==> src/rtl/view_pose_scheduler.sv <==
// Frame-synchronous pose scheduler: buffers one pose and commits it at the start of vertical blanking,
// slew-limiting the heading. Optional macro VIEW_POSE_OVERWRITE_EN lets a newer pose replace a pending one.
module view_pose_scheduler #(
  parameter int V_ACTIVE = 720,
  parameter int MAX_STEP = 6,
  parameter int INIT_DIR = 90
) (
  input  logic        clk_in,
  input  logic        rst_in,
  input  logic [10:0] hcount_in,
  input  logic [9:0]  vcount_in,
  input  logic        pose_valid_in,
  output logic        pose_ready_out,
  input  logic [8:0]  pose_dir_in,
  input  logic [10:0] pose_px_in,
  input  logic [10:0] pose_py_in,
  input  logic [10:0] pose_ox_in,
  input  logic [10:0] pose_oy_in,
  output logic [8:0]  direction_out,
  output logic [10:0] player_x_out,
  output logic [10:0] player_y_out,
  output logic [10:0] opponent_x_out,
  output logic [10:0] opponent_y_out,
  output logic        commit_out,
  output logic [15:0] frame_count_out,
  output logic        state_dbg_out
);

  // Handshake: a pose transfers on any clock edge where pose_valid_in and
  // pose_ready_out are both high; the producer holds its fields stable until then.

  localparam logic [9:0] V_ACT    = 10'(V_ACTIVE);
  localparam logic [9:0] STEP_MAX = 10'(MAX_STEP);
  localparam logic [8:0] DIR_INIT = 9'(INIT_DIR);
  localparam logic [9:0] FULL     = 10'd360;
  localparam logic [9:0] HALF     = 10'd180;

  typedef enum logic {
    EMPTY   = 1'b0,
    PENDING = 1'b1
  } state_t;

  state_t state_q, state_d;

  logic [8:0]  sh_dir;
  logic [10:0] sh_px, sh_py, sh_ox, sh_oy;
  logic [8:0]  tgt_dir;

  logic        boundary;
  logic        accept;
  logic [8:0]  dir_norm;

  logic [9:0]  eff_tgt;
  logic [9:0]  cur;
  logic [9:0]  diff_raw;
  logic [9:0]  diff;
  logic [9:0]  back;
  logic [9:0]  step;
  logic [9:0]  sum;
  logic [9:0]  dir_next;

  assign boundary = (hcount_in == 11'd0) && (vcount_in == V_ACT);
  assign accept   = pose_valid_in && pose_ready_out;
  assign dir_norm = (pose_dir_in >= 9'd360) ? (pose_dir_in - 9'd360) : pose_dir_in;
  assign state_dbg_out = (state_q == PENDING);

  always_comb begin
    state_d        = state_q;
    pose_ready_out = 1'b0;
`ifdef VIEW_POSE_OVERWRITE_EN
    pose_ready_out = !rst_in;
`else
    pose_ready_out = (state_q == EMPTY);
`endif
    case (state_q)
      EMPTY: begin
        if (accept) state_d = PENDING;
      end
      PENDING: begin
        // Only reachable with overwrite enabled: the new pose stays pending.
        if (boundary) state_d = accept ? PENDING : EMPTY;
      end
      default: state_d = EMPTY;
    endcase
  end

  // A pending pose's heading drives this commit's slew step; otherwise the held target does.
  always_comb begin
    eff_tgt  = (state_q == PENDING) ? {1'b0, sh_dir} : {1'b0, tgt_dir};
    cur      = {1'b0, direction_out};
    diff_raw = eff_tgt + FULL - cur;
    diff     = (diff_raw >= FULL) ? (diff_raw - FULL) : diff_raw;
    back     = FULL - diff;
    step     = 10'd0;
    sum      = 10'd0;
    dir_next = cur;
    if (diff == 10'd0) begin
      dir_next = cur;
    end else if (diff <= HALF) begin
      step     = (diff < STEP_MAX) ? diff : STEP_MAX;
      sum      = cur + step;
      dir_next = (sum >= FULL) ? (sum - FULL) : sum;
    end else begin
      step     = (back < STEP_MAX) ? back : STEP_MAX;
      dir_next = (cur >= step) ? (cur - step) : (cur + FULL - step);
    end
  end

  always_ff @(posedge clk_in) begin
    if (rst_in) begin
      state_q         <= EMPTY;
      sh_dir          <= DIR_INIT;
      sh_px           <= 11'd0;
      sh_py           <= 11'd0;
      sh_ox           <= 11'd0;
      sh_oy           <= 11'd0;
      tgt_dir         <= DIR_INIT;
      direction_out   <= DIR_INIT;
      player_x_out    <= 11'd0;
      player_y_out    <= 11'd0;
      opponent_x_out  <= 11'd0;
      opponent_y_out  <= 11'd0;
      commit_out      <= 1'b0;
      frame_count_out <= 16'd0;
    end else begin
      state_q    <= state_d;
      commit_out <= boundary;
      if (accept) begin
        sh_dir <= dir_norm;
        sh_px  <= pose_px_in;
        sh_py  <= pose_py_in;
        sh_ox  <= pose_ox_in;
        sh_oy  <= pose_oy_in;
      end
      if (boundary) begin
        frame_count_out <= frame_count_out + 16'd1;
        direction_out   <= dir_next[8:0];
        if (state_q == PENDING) begin
          tgt_dir        <= sh_dir;
          player_x_out   <= sh_px;
          player_y_out   <= sh_py;
          opponent_x_out <= sh_ox;
          opponent_y_out <= sh_oy;
        end
      end
    end
  end

endmodule
==> config.mk <==
export PLATFORM = sky130hd
export DESIGN_NAME = view_pose_scheduler
export DESIGN_NICKNAME = d
export VERILOG_FILES = /design/src/rtl/view_pose_scheduler.sv
export SDC_FILE = /design/constraint.sdc
export NUM_CORES = 1
export LEC_CHECK = 0
export ABC_AREA = 1
export CORE_MARGIN = 5
export CORE_UTILIZATION = 48
export DETAILED_ROUTE_END_ITERATION = 6
export GPL_TIMING_DRIVEN = 1
export HOLD_SLACK_MARGIN = 0.05
export PLACE_DENSITY = 0.87
export SETUP_SLACK_MARGIN = 0.15
export SLEW_MARGIN = 10
export SYNTH_ARGS = -nofsm -noshare
export SYNTH_HDL_FRONTEND = slang
export SYNTH_SLANG_ARGS = --single-unit
==> constraint.sdc <==
create_clock -name clk_in -period 5 [get_ports clk_in]
set_input_delay 1 -clock clk_in [delete_from_list [all_inputs] [get_ports clk_in]]
set_output_delay 1 -clock clk_in [all_outputs]
set_load 0.05 [all_outputs]
==> reports/metrics.csv <==
stage,metric,value,unit
status,run status,"finished, violations left",
status,failing checks,negative setup slack,
critical_path,required time of the critical path,5310,ps
finish,Post-Route Utilization,70.4,%
pwr,Leakage,5.04,nW
finish,sequential cell area,2670,µm²
sta,Final Cycle Share,109,%
critical_path,crit-path max cell delay,370,ps
route,mean routed wirelength per cell,15.0,µm
clock_tree,"CTS clk-pin slew, worst paths",60,ps
flow_run,max_cap viols,0,
synthesis,syn_area_per_cell,7.05,µm²
global_route,largest net degree at the start of global routing,112,
global_route,initial antenna violation count,0,
synthesis,prevailing post-synth register cell,dfxtp_1,
route,Metal-1 WL,9010,µm
sta,unrepaired setup endpoints after global routing,true,
sta,Max Freq,184,MHz
pwr,power density over cell area,298,nW/µm²
synthesis,Post-Syn Instances,1107,
floorplanning,die area,18900,µm²
placement,hpwl dp,16300,µm
route,wire length on met2,11800,µm
route,Via Count,8256,
synthesis,Post-synth EDFFs,0,
critical_path,Slowest cell on crit path,dfxtp_4,
worst_hold_path,Hold Path Class,flip-flop to flip-flop,
synthesis,post-synthesis register bit count,133,
critical_path,endpoint class of the critical path,flip-flop,
critical_path,critical path startpoint category,flip-flop,
synthesis,Area contributors post-synth,"dfxtp_1 34%, inv_1 8.4%, o21ai_0 8.1%, a21oi_1 7.7%, ha_1 7.4%",
finish,n_diodes,0,
sta,Final Hold Fails,0,
finish,Area Growth Syn to Fin,43.6,%
floorplanning,Die Wd,138,µm
critical_path,worst path bufs/invs,5,
sta,Max-slew headroom,46.7,%
synthesis,Post-synth ARST share,0,%
floorplanning,I/O pin count,149,
finish,share of cells above drive strength 1,19.6,%
finish,Layout Nets,1482,
synthesis,synth warn,0,
floorplanning,Die Height,138,µm
synthesis,"Seq/Total Area, Yosys",34.1,%
route,Iteration-0 DRC Markers,382,
placement,pre-CTS WS,-316,ps
critical_path,crit path DAT,5750,ps
finish,filler cell count,1231,
global_route,vias in the first global route,8048,
clock_tree,worst-case clock buffer depth,2,
placement,I/O Buffers,148,
clock_tree,hold_buf cts,0,
global_route,grt ovf,0,
finish,"commonest non-fill, non-tap cell in the layout",inv_1,
sta,fin. max-slew vios,0,
critical_path,Crit Path Class,flip-flop to flip-flop,
worst_hold_path,worst hold path depth,2,
route,Initial DRT Pass Iterations,5,
critical_path,critical path peak fanout,7,
sta,Setup Viol. Count Final,6,
pwr,VDD IR max,0.000286,V
clock_tree,CTS tree,built,
route,Routed Antenna Nets,0,
critical_path,RR Startpoint,state_dbg_out$_SDFF_PP0_,
clock_tree,clock sink total,133,
route,# DRC,0,
synthesis,Netlist cell types,45,
global_route,All-Layer GR Usage,24.6,%
placement,Area after DPL,10100,µm²
floorplanning,Core ar.,15900,µm²
finish,footprint of the multi-input gates,4700,µm²
synthesis,cell area after synthesis,7810,µm²
sta,Worst Skew,9.45,ps
worst_hold_path,Hold EP,opponent_x_out[3]$_SDFFE_PP0P_,
sta,transition time of the tightest slew-check pin,798,ps
global_route,wire length of the first global-routing pass,37400,µm
floorplanning,initial core utilization,49.0,%
clock_tree,htree depth,4,
critical_path,"reg-to-reg slack, setup",-440,ps
finish,Final Cell Area,11200,µm²
floorplanning,Rows,46,
sta,setup TNS,-2380,ps
sta,minimum clock period,5440,ps
worst_hold_path,min-delay src,sh_ox[3]$_SDFFE_PP0P_,
critical_path,worst reg2reg path depth,41,
route,total routed wirelength,23800,µm
critical_path,cell family with most CP delay,simple AND/OR/NAND/NOR gates,
route,DR top layer,met4,
route,met3 WL,2160,µm
critical_path,R2R Path End,direction_out[4]$_SDFFE_PP1P_,
sta,final setup margin,-444,ps
finish,most frequent cells in the layout,"167 x inv_1, 148 x clkdlybuf4s50_1, 130 x nand2_1, 130 x dfxtp_1, 123 x o21ai_0",
placement,gpl congestion,0.914,
clock_tree,worst skew pair latency,430,ps
clock_tree,Root Buffer,clkbuf_16,
synthesis,biggest area consumer among synthesized cells,dfxtp_1,
clock_tree,clock buffer count from CTS,17,
synthesis,Yosys top cell area share,34.1,%
route,vias per cell,5.22,
==> cells in the mapped netlist, types with 3 or more instances <==
master and number:
nand4_1 15, xnor2_1 6, fa_1 5, nor4_1 4, inv_2 7, a21oi_1 120, nor2_4 6, o211ai_1 8
nand2_4 6, xor2_1 13, nor2_1 96, a31oi_1 3, nand3_1 57, a211oi_1 4, o21ai_0 127, clkbuf_1 37
inv_1 175, nand2_2 24, nand3_2 6, dfxtp_1 133, o21ai_1 6, nor3_1 15, ha_1 46, nand2_1 152
nand3_4 3, o21bai_1 6
==> worst min-delay path, cell delays in order (launching register included) <==
cell     delay [ps]
dfxtp_1         300
inv_1            60
a21oi_1          50
==> logic make-up after synthesis <==
family                   after synthesis  share of synthesized area, %
AND/OR/NAND/NOR                      396                          24.9
AO/OA/AOI/OAI                        284                          19.4
buffers and inverters                222                          10.7
flip-flops                           133                          34.1
adder cells (fa/ha/maj)               51                          8.65
XOR/XNOR                              19                          2.13
other                                  2                        0.0962
==> repair_timing <==
item	CTS	global route
gates resized for setup	36	31
endpoints found under the setup margin	6	7
pin swaps	42	27
setup buffers	19	9
==> final cells by class <==
cell class | instances | area share (%)
clock buffer | 19 | 3.95
inverter | 185 | 6.28
timing repair buffer | 250 | 20.3
tap | 216 | 2.41
multi-input combinational | 767 | 41.9
sequential | 133 | 23.8
clock inverter | 13 | 1.31
==> routing by layer <==
metal | GRT usage [%] | vias up
met5 | 0 | -
met4 | 9.31 | 0
met3 | 9.72 | 62
met2 | 43.5 | 293
met1 | 26.5 | 3804
li1 | - | 4097
==> flip-flops by register name, indices dropped and copies added, names as in the netlist, 11 cells and up <==
| register | count |
|---|---|
| frame_count_out | 16 |
| player_y_out | 11 |
| sh_ox | 11 |
| opponent_y_out | 11 |
| opponent_x_out | 11 |
| player_x_out | 11 |
| sh_py | 11 |
| sh_oy | 11 |
| sh_px | 11 |
==> how the worst max path moves through the flow <==
| stage | startpoint | end | slack, ps | cells after the start |
|---|---|---|---|---|
| 2_1_floorplan | state_dbg_out$_SDFF_PP0_ | direction_out[6]$_SDFFE_PP1P_ | -260 | 40 |
| 3_3_place_gp | state_dbg_out$_SDFF_PP0_ | direction_out[6]$_SDFFE_PP1P_ | -90 | 42 |
| 3_5_place_dp | state_dbg_out$_SDFF_PP0_ | direction_out[4]$_SDFFE_PP1P_ | -320 | 41 |
| 4_1_cts | state_dbg_out$_SDFF_PP0_ | direction_out[4]$_SDFFE_PP1P_ | -170 | 40 |
| 5_1_grt | state_dbg_out$_SDFF_PP0_ | direction_out[6]$_SDFFE_PP1P_ | -780 | 41 |
| 6_report | state_dbg_out$_SDFF_PP0_ | direction_out[4]$_SDFFE_PP1P_ | -440 | 41 |
==> report_power, final <==
group,total (W),internal [W],leakage (nW),switching [W]
clock network,0.00125,0.000754,0.287,0.000500
registers,0.00111,0.00109,1.08,0.0000116
logic,0.000979,0.000428,3.67,0.000552
==> metrics by stage <==
step | power, W | cells | hold slack [ps]
2_1_floorplan | 0.00163 | 1122 | 430
3_3_place_gp | 0.00188 | 1523 | 438
3_5_place_dp | 0.00190 | 1523 | 444
4_1_cts | 0.00325 | 1574 | 454
5_1_grt | 0.00349 | 1583 | 476
6_report | 0.00334 | 1583 | 455
No activity file was read; power rests on OpenSTA's default activity.
